==> src/rtl/write_buffer_pkg.sv <==
//------------------------------------------------------------------------------
// write_buffer_pkg
// Shared sizing defaults and drain FSM encoding for the eviction write buffer.
// Revision: 1.0
//------------------------------------------------------------------------------
`default_nettype none

package write_buffer_pkg;

  localparam int WB_DEPTH  = 4;
  localparam int WB_ADDR_W = 32;
  localparam int WB_LINE_W = 64;

  typedef enum logic [0:0] {
    ST_IDLE  = 1'b0,
    ST_WRITE = 1'b1
  } drain_state_t;

endpackage

`default_nettype wire

==> src/rtl/write_buffer_cam.sv <==
//------------------------------------------------------------------------------
// write_buffer_cam
// Combinational DEPTH-way address compare returning the youngest matching entry.
// Revision: 1.0
//------------------------------------------------------------------------------
`default_nettype none

module write_buffer_cam #(
  parameter int DEPTH  = 4,
  parameter int ADDR_W = 32,
  parameter int PTR_W  = $clog2(DEPTH)
) (
  input  logic [DEPTH-1:0]             i_valid,
  input  logic [DEPTH-1:0][ADDR_W-1:0] i_addr,
  input  logic [PTR_W-1:0]             i_head,
  input  logic [ADDR_W-1:0]            i_key,
  output logic                         o_hit,
  output logic [PTR_W-1:0]             o_idx
);

  logic [DEPTH-1:0] w_match;
  logic [PTR_W-1:0] w_pos;

  for (genvar gi = 0; gi < DEPTH; gi++) begin : g_match
    assign w_match[gi] = i_valid[gi] && (i_addr[gi] == i_key);
  end

  // Walk oldest to youngest so the last match seen is the one nearest the tail.
  always_comb begin
    o_hit = 1'b0;
    o_idx = '0;
    w_pos = '0;
    for (int k = 0; k < DEPTH; k++) begin
      w_pos = i_head + PTR_W'(k);
      if (w_match[w_pos]) begin
        o_hit = 1'b1;
        o_idx = w_pos;
      end
    end
  end

endmodule

`default_nettype wire

==> src/rtl/write_buffer.sv <==
//------------------------------------------------------------------------------
// write_buffer
// Coalescing FIFO of evicted dirty lines, drained to memory, with refill forwarding.
// Revision: 1.0
//------------------------------------------------------------------------------
`default_nettype none

module write_buffer
  import write_buffer_pkg::*;
#(
  parameter int DEPTH  = WB_DEPTH,
  parameter int ADDR_W = WB_ADDR_W,
  parameter int LINE_W = WB_LINE_W
) (
  input  logic              clk,
  input  logic              rst_n,
  input  logic              write_buffer_en,
  input  logic [ADDR_W-1:0] addr_to_write_buffer,
  input  logic [LINE_W-1:0] data_to_write_buffer,
  output logic              wb_full,
  output logic              wb_empty,
  input  logic              read_main_memory_en,
  input  logic [ADDR_W-1:0] addr_to_main_memory,
  output logic              wb_fwd_hit,
  output logic [LINE_W-1:0] wb_fwd_data,
  output logic              mem_wr_en,
  output logic [ADDR_W-1:0] mem_wr_addr,
  output logic [LINE_W-1:0] mem_wr_data,
  input  logic              mem_wr_ack
);

  localparam int c_ptr_w = $clog2(DEPTH);
  localparam int c_cnt_w = c_ptr_w + 1;

  logic [DEPTH-1:0]             r_valid;
  logic [DEPTH-1:0][ADDR_W-1:0] r_addr;
  logic [LINE_W-1:0]            r_data [DEPTH];
  logic [c_ptr_w-1:0]           r_head;
  logic [c_ptr_w-1:0]           r_tail;
  logic [c_cnt_w-1:0]           r_count;
  logic                         r_full;
  logic                         r_empty;
  drain_state_t                 r_state;

  logic [DEPTH-1:0]   w_inflight_mask;
  logic               w_merge_hit;
  logic [c_ptr_w-1:0] w_merge_idx;
  logic               w_fwd_raw;
  logic [c_ptr_w-1:0] w_fwd_idx;
  logic               w_merge;
  logic               w_alloc;
  logic               w_pop;
  logic               w_start;
  logic [c_cnt_w-1:0] w_count_next;
  logic [LINE_W-1:0]  w_head_data;

  // The line currently being written to memory must never be modified.
  always_comb begin
    w_inflight_mask = '0;
    if (r_state == ST_WRITE) w_inflight_mask[r_head] = 1'b1;
  end

  write_buffer_cam #(.DEPTH(DEPTH), .ADDR_W(ADDR_W), .PTR_W(c_ptr_w)) u_merge_cam (
    .i_valid (r_valid & ~w_inflight_mask),
    .i_addr  (r_addr),
    .i_head  (r_head),
    .i_key   (addr_to_write_buffer),
    .o_hit   (w_merge_hit),
    .o_idx   (w_merge_idx)
  );

  write_buffer_cam #(.DEPTH(DEPTH), .ADDR_W(ADDR_W), .PTR_W(c_ptr_w)) u_fwd_cam (
    .i_valid (r_valid),
    .i_addr  (r_addr),
    .i_head  (r_head),
    .i_key   (addr_to_main_memory),
    .o_hit   (w_fwd_raw),
    .o_idx   (w_fwd_idx)
  );

  assign w_merge      = write_buffer_en && w_merge_hit;
  assign w_alloc      = write_buffer_en && !w_merge_hit && !r_full;
  assign w_pop        = (r_state == ST_WRITE) && mem_wr_ack;
  assign w_start      = (r_state == ST_IDLE) && !r_empty && !read_main_memory_en;
  assign w_count_next = r_count + c_cnt_w'(w_alloc) - c_cnt_w'(w_pop);

  // A merge landing on the head in the same cycle the drain starts must be sent.
  assign w_head_data = (w_merge && (w_merge_idx == r_head)) ? data_to_write_buffer
                                                            : r_data[r_head];

  assign wb_full     = r_full;
  assign wb_empty    = r_empty;
  assign wb_fwd_hit  = read_main_memory_en && w_fwd_raw;
  assign wb_fwd_data = wb_fwd_hit ? r_data[w_fwd_idx] : '0;

  always_ff @(posedge clk or negedge rst_n) begin
    if (!rst_n) begin
      r_valid <= '0;
      r_addr  <= '0;
      r_head  <= '0;
      r_tail  <= '0;
      r_count <= '0;
      r_full  <= 1'b0;
      r_empty <= 1'b1;
    end else begin
      if (w_alloc) begin
        r_valid[r_tail] <= 1'b1;
        r_addr[r_tail]  <= addr_to_write_buffer;
        r_tail          <= r_tail + c_ptr_w'(1);
      end
      if (w_pop) begin
        r_valid[r_head] <= 1'b0;
        r_head          <= r_head + c_ptr_w'(1);
      end
      r_count <= w_count_next;
      r_full  <= (w_count_next == c_cnt_w'(DEPTH));
      r_empty <= (w_count_next == '0);
    end
  end

  // Line data carries no reset; validity alone decides whether it is meaningful.
  always_ff @(posedge clk) begin
    if (w_merge) begin
      r_data[w_merge_idx] <= data_to_write_buffer;
    end else if (w_alloc) begin
      r_data[r_tail] <= data_to_write_buffer;
    end
  end

  always_ff @(posedge clk or negedge rst_n) begin
    if (!rst_n) begin
      r_state     <= ST_IDLE;
      mem_wr_en   <= 1'b0;
      mem_wr_addr <= '0;
      mem_wr_data <= '0;
    end else begin
      case (r_state)
        ST_IDLE: begin
          if (w_start) begin
            mem_wr_en   <= 1'b1;
            mem_wr_addr <= r_addr[r_head];
            mem_wr_data <= w_head_data;
            r_state     <= ST_WRITE;
          end
        end
        ST_WRITE: begin
          if (mem_wr_ack) begin
            mem_wr_en <= 1'b0;
            r_state   <= ST_IDLE;
          end
        end
        default: r_state <= ST_IDLE;
      endcase
    end
  end

endmodule

`default_nettype wire

==> config.mk <==
export PLATFORM = sky130hd
export DESIGN_NAME = write_buffer
export DESIGN_NICKNAME = d
export VERILOG_FILES = /design/src/rtl/write_buffer_pkg.sv /design/src/rtl/write_buffer_cam.sv /design/src/rtl/write_buffer.sv
export SDC_FILE = /design/constraint.sdc
export NUM_CORES = 1
export LEC_CHECK = 0
export ABC_AREA = 1
export BUFFER_PORTS_ARGS = -buffer_cell sky130_fd_sc_hd__buf_2
export CAP_MARGIN = 20
export CORE_MARGIN = 1.5
export CORE_UTILIZATION = 44
export CTS_CLUSTER_DIAMETER = 50
export DETAILED_ROUTE_END_ITERATION = 12
export HOLD_SLACK_MARGIN = 0.12
export PLACE_DENSITY = 0.65
export SYNTH_ARGS = -nofsm -noshare
export SYNTH_HDL_FRONTEND = slang
export SYNTH_SLANG_ARGS = --single-unit
==> constraint.sdc <==
create_clock -name clk -period 7.11 [get_ports clk]
set_input_delay 0.711 -clock clk [delete_from_list [all_inputs] [get_ports clk]]
set_output_delay 0.711 -clock clk [all_outputs]
set_load 0.01 [all_outputs]
==> metrics.cfg, run 1 <==
[clock_network]
cts_hold_buf=0
clock_latency_ps=670
clk_path_buf_depth=3
cts_root_buffer=clkbuf_16
clkSinkCount=560
clk_pin_slew_worst_paths_ps=60
cts_resized=0
cts_buffers=82
htreeDepth=3
cts_tree=done
cts_setup_buffers=0

[grt]
gr-total-overflow=0
grt_usage=0.341
grt_pass1_wl_um=177000
antenna_found_initial=16
grt_max_degree=176
grt_pass1_vias=26200

[timing]
setup_violations=0
finalMaxSlewViolations=0
fin_tns_setup_ps=0
rsz0062_at_grt=false
max_freq_ghz=0.167
hold_viol_final=0
relSlewSlack=0.233
fin_crit_sh=0.842
post-route-min-period_ps=5990
tightestPinTransition_ps=1150
fin_skew_ps=49.6

[synthesis]
syn_inst=3618
ys_types=47
ys.flop_type=edfxtp_1
yosys_warnings=0
synth-edff-count=320
synth-xor-area-share=0.0188
synthSimpleGateAreaFrac=0.207
synth.area.mux_share=0.0235
synth-compound-area-share=0.142
post-synth-top-area-cell=edfxtp_1
syn_nets=3761
avgSynthCellArea_um2=8.48
synth.top_cell.area_share=0.313
ys_ff_latch=560
synthArstFlopShare=0.429
seq_area_frac_synth=0.509
synth_adder_area_share=0.00432
syn_area_um2=30700
synth_top_family_by_area=simple AND/OR/NAND/NOR gates
ys_top_cells_by_area=edfxtp_1 31%, dfrtp_1 19%, nand2_1 8.7%, inv_1 5.8%, o21ai_0 4.9%

[cells_and_area]
nNetsFinal=3954
drive_gt1_frac=0.190
nFillCells=6491
layout_common_cells=708 x nand2_1, 476 x inv_1, 320 x edfxtp_1
multi_input_area_um2=12200
seqCellArea_um2=15600
final_common_cell=nand2_1
final_cells=4816
area_growth_pct=16.5

[worst_hold_path]
hold_class=primary input to asynchronous set/reset pin

[setup_path]
required_ps=6400
critPathArrivalTime_ps=5280
rr_worst_depth=17
end_kind=output pin
crit_type=flip-flop to output pin
crit_fanout=100
startpoint_type=flip-flop

[outcome]
status=finished, final reports clean

[place]
post-place-cells=4658
gp_congestion=1.10
io_buffers=296
hpwl_um=85600

[floorplan]
die_w_um=267
num_io_pins=297
initial_core_util=0.446
die_h_um=267
rows=96
dieArea_um2=71300
coreArea_um2=68800

[routing]
drt-pass1-iter-count=6
wl_per_cell_um=25.2
drc=0
drtIter0Drc=3059
routed_wl_um=121000
vias=27100
ant_nets=0
via_per_inst=5.63

[power_and_ir_drop]
pwr_density_cell_nw_per_um2=491
p_leak_nw=15.6
power.ir.vdd_worst_mv=0.584

[flow_run]
drv_cap=0

==> cells in the mapped netlist (2+ instances only) <==
cell type and number:
a21oi_1 208, a21oi_2 55, a22oi_1 4, a31oi_1 96, and3_1 3, buf_1 12
buf_2 78, buf_4 9, buf_6 14, clkbuf_1 95, clkbuf_2 8, clkinv_1 2
dfrtp_1 239, edfxtp_1 320, ha_1 9, inv_1 477, inv_2 19, mux2_2 64
nand2_1 708, nand2_2 55, nand2_4 4, nand3_1 266, nand3_2 52, nand3b_1 4
nand4_1 31, nor2_1 268, nor2_2 6, nor3_1 14, nor3b_1 8, o2111ai_1 4
o211ai_1 5, o21ai_0 298, o21ai_1 62, o22ai_1 44, xnor2_1 50, xor2_1 16
==> worst max-delay path, stage by stage (launching register included) <==
cell     delay, ps
dfrtp_4        920
inv_6          440
ha_1           580
inv_1          150
nand3_2        140
nand2_1         70
inv_2          100
nand2_4         60
nand2_4        390
nand2_8        570
buf_4          500
nand2_2        110
nand3_2         70
a21oi_2        240
buf_2          160
==> through the flow <==
stage	total power, mW	worst slack [ps]	hold WS (ps)	instance area (um2)	utilization
floorplan	10.4	1050	415	30700	-
global placement	12.9	1610	468	32700	0.475
CTS	17.5	1170	152	35700	0.519
finish	17.5	1120	49.4	35700	0.519
global route	18.5	815	168	35700	0.519
detailed placement	13.0	1620	475	32700	0.475
==> power by group <==
group / switching (mW) / internal (mW) / total, mW
clock: 1.71 / 2.75 / 4.46
sequential: 0.904 / 4.36 / 5.26
combinational: 5.54 / 2.28 / 7.82
==> worst paths after layout <==
path                                                from              end  slack (ps)
worst max register to register                 r_head[0]    r_data[0][39]        1890
worst max-delay path                           r_head[0]  wb_fwd_data[21]        1120
worst min register to register                 mem_wr_en        mem_wr_en         490
max in group asynchronous                          rst_n        r_head[1]        5530
min in group clk                data_to_write_buffer[10]    r_data[3][10]         260
worst min-delay path                               rst_n       r_addr[16]          50
==> cells by family after synthesis <==
group                      Yosys count
and+or+nand+nor                   1423
AOI/OAI and AO/OA                  781
buffers and inverters              714
DFF                                560
xor gates and xnor gates            66
muxes                               64
adders and majority gates           10
==> routing by layer <==
metal / GRT usage / part of all wire
met1: 0.453 / 0.41
met2: 0.536 / 0.46
met3: 0.0687 / 0.085
met4: 0.156 / 0.049
met5: 0 / 0.00090
==> layout make-up <==
type,count,share of cell area
Sequential cell,560,0.437
Multi-Input combinational cell,2344,0.342
Clock buffer,98,0.0616
Inverter,498,0.0525
Timing Repair Buffer,325,0.0506
Tap cell,931,0.0326
Clock inverter,55,0.0236
Antenna cell,5,0.000350
Note: power is estimated with default switching activity, not from simulation.
==> run 2, diff against run 1 <==
- PLACE_DENSITY: 0.65 -> 0.68
- clock period: 7.11 -> 4.8 ns (I/O delays scaled with it)
==> metrics.cfg, run 2 (same netlist as run 1, synthesis figures left out) <==
[outcome]
status=finished, final reports clean  ; unchanged

[setup_path]
worstPathCellList=xnor2_1 -> nand3_1 -> nor3b_1 -> nand2_1 -> nor2_1 -> nand3_1 -> o21ai_2 -> nand2_1 -> nand2_1 -> nand2_1 -> a21boi_4 -> buf_12 -> nand3_1 -> a21oi_1 -> buf_2  ; was inv_6 -> ha_1 -> inv_1 -> nand3_2 -> nand2_1 -> inv_2 -> nand2_4 -> nand2_4 -> nand2_8 -> buf_4 -> nand2_2 -> nand3_2 -> a21oi_2 -> buf_2
cp.depth=15  ; was 14
rr_worst_depth=14  ; was 17
ff2ff_setup_slack_ps=320  ; was 1890 ps
required_ps=4320  ; was 6400 ps
end_kind=output pin  ; unchanged
rr_startpoint=r_head[0]  ; unchanged
crit_fanout=48  ; was 100
crit_path_start=r_addr[14]  ; was r_head[0]
critPathArrivalTime_ps=4240  ; was 5280 ps
slowest_delay_ps=540  ; was 920 ps
startpoint_type=flip-flop  ; unchanged
cp_slowest_cell=nor3b_1  ; was dfrtp_4
crit_type=flip-flop to output pin  ; unchanged
rr_endpoint=r_addr[42]  ; was r_data[0][39]
crit_top_cell=nand2_1
crit_buf_inv=2  ; was 5
path_delay_family=simple AND/OR/NAND/NOR gates  ; unchanged

[cells_and_area]
drive_gt1_frac=0.190  ; about the same
finish.utilization=0.527  ; was 0.519
area_growth_pct=18.2  ; was 16.5%
nFillCells=6459  ; was 6491
nNetsFinal=4040  ; was 3954
layout_common_cells=708 x nand2_1, 476 x inv_1, 320 x edfxtp_1  ; unchanged
final_common_cell=nand2_1  ; unchanged

[clock_network]
clkSinkCount=560  ; unchanged
cts_buffers=76  ; was 82
clock_latency_ps=650  ; was 670 ps
cts_tree=done  ; unchanged
cts_root_buffer=clkbuf_16  ; unchanged
clk_pin_slew_worst_paths_ps=50  ; was 60 ps
clk_path_buf_depth=3  ; unchanged
htreeDepth=3  ; unchanged
cts_setup_buffers=0  ; unchanged

[worst_hold_path]
hold_end=r_addr[47]
hold_path.startpoint=addr_to_write_buffer[15]
hold_class=primary input to flip-flop  ; was primary input to asynchronous set/reset pin
hold-path-cell-count=3

[timing]
hold_viol_final=0  ; unchanged
relSlewSlack=0.237  ; was 0.233
tightestPinTransition_ps=1140  ; was 1150 ps
post-route-min-period_ps=4720
holdWs_ps=162  ; was 49.4 ps
finalMaxSlewViolations=0  ; unchanged
fin_tns_setup_ps=0  ; unchanged
fin_crit_sh=0.982
rsz0062_at_grt=false  ; unchanged
max_freq_ghz=0.212
fin_skew_ps=41.3  ; was 49.6 ps
setup_violations=0  ; unchanged

[place]
gp_congestion=1.09  ; was 1.10
io_buffers=296  ; unchanged
hpwl_um=88100  ; was 85600 um

[routing]
vias=27900  ; was 27100
drtIter0Drc=3499  ; was 3059
ant_nets=0  ; unchanged
drt-pass1-iter-count=6  ; unchanged
routed_wl_um=125000  ; was 121000 um
wl_per_cell_um=25.4  ; was 25.2 um
drc=0  ; unchanged
via_per_inst=5.69  ; was 5.63

[power_and_ir_drop]
swShare=0.476  ; was 0.465
power.ir.vdd_worst_mv=0.884  ; was 0.584 mV
p_switching_mw=12.1  ; was 8.16 mW
clockPowerShare=0.222  ; was 0.254
p_seq_frac=0.303  ; was 0.300
pwr_density_cell_nw_per_um2=703  ; was 491 nW/um2
total_power_mw=25.5  ; was 17.5 mW
combPwrFrac=0.475  ; was 0.446
p_leak_nw=15.8  ; was 15.6 nW
internal-power_mw=13.4  ; was 9.39 mW

[floorplan]
initial_core_util=0.446  ; unchanged
die_h_um=267  ; unchanged
dieArea_um2=71300  ; unchanged
die_w_um=267  ; unchanged
coreArea_um2=68800  ; unchanged
rows=96  ; unchanged
num_io_pins=297  ; unchanged

[grt]
grt_max_degree=184  ; was 176
grt_usage=0.348  ; was 0.341
grt_pass1_wl_um=180000  ; was 177000 um
gr-total-overflow=0  ; unchanged
grt_pass1_vias=26600  ; was 26200
antenna_found_initial=6  ; was 16

[flow_run]
drv_cap=0  ; unchanged

[run 2: cell count changes in the layout (fill, tap and decap cells not counted), moves of 3 or more]
cell / before / now
clkinv_1: 4 / 9
buf_12: 8 / 17
clkinv_4: 2 / 5
clkbuf_1: 8 / 5
clkbuf_16: 83 / 76
dlygate4sd3_1: 0 / 66
inv_8: 6 / 0
bufinv_16: 13 / 4
clkinv_2: 5 / 12
buf_4: 21 / 35
[run 2: through the flow]
step	instances	cell area (um2)	worst slack (ps)
2_1_floorplan	3618	30700	-236
3_3_place_gp	4684	33000	508
3_5_place_dp	4684	33000	504
4_1_cts	4892	36200	84.6
5_1_grt	4893	36300	9.91
6_report	4898	36300	84.2
[run 2: worst max path at each step]
stage               slack (ps)         endpoint
floorplan                 -240     r_data[0][0]
detailed placement         500    r_data[1][42]
CTS                         80  wb_fwd_data[19]
global route                10  wb_fwd_data[21]
finish                      80   wb_fwd_data[4]
global placement           510    r_data[1][42]
[run 2: repair_timing]
item / in CTS / in global routing
gates resized for setup: 0 / 4
hold buffers: 66 / 0
endpoints found under the hold margin: 404 / 0
endpoints found under the setup margin: 0 / 54
[run 2: layer usage]
metal / vias to the layer above / track usage / routed length [um]
li1: 12600 / - / -
met1: 13500 / 0.472 / 50500
met2: 1531 / 0.539 / 55700
met3: 272 / 0.0718 / 12200
met4: 8 / 0.150 / 6010
met5: - / 0 / 43
[run 2: layout make-up]
type	instances	area [um2]	area share
Sequential cell	560	15600	0.431
Multi-Input combinational cell	2344	12200	0.337
Timing Repair Buffer	417	2820	0.0778
Clock buffer	86	1990	0.0548
Inverter	498	1880	0.0518
Tap cell	931	1160	0.0321
Clock inverter	56	562	0.0155
Antenna cell	6	15.0	0.000414
[run 2: worst reg2reg max path, cell delays in order (launching register included)]
cell     delay (ps)
dfrtp_4         690
inv_6           370
ha_1            260
nand2_1          80
o21ai_0         220
nor2_1          100
nand3_1         220
nor2_1          130
nand3_1          90
nand2_1         100
nor2_1          160
nand3_2         310
nor2_4          930
inv_1           460
o21ai_0         270
[run 2: power groups by stage]
stage / combinational (mW) / clock [mW] / sequential (mW)
6_report: 12.1 / 5.66 / 7.73
5_1_grt: 13.1 / 5.91 / 7.82
4_1_cts: 11.9 / 5.72 / 7.66
3_5_place_dp: 11.8 / 0 / 7.73
3_3_place_gp: 11.7 / 0 / 7.72
2_1_floorplan: 8.07 / 0 / 7.26
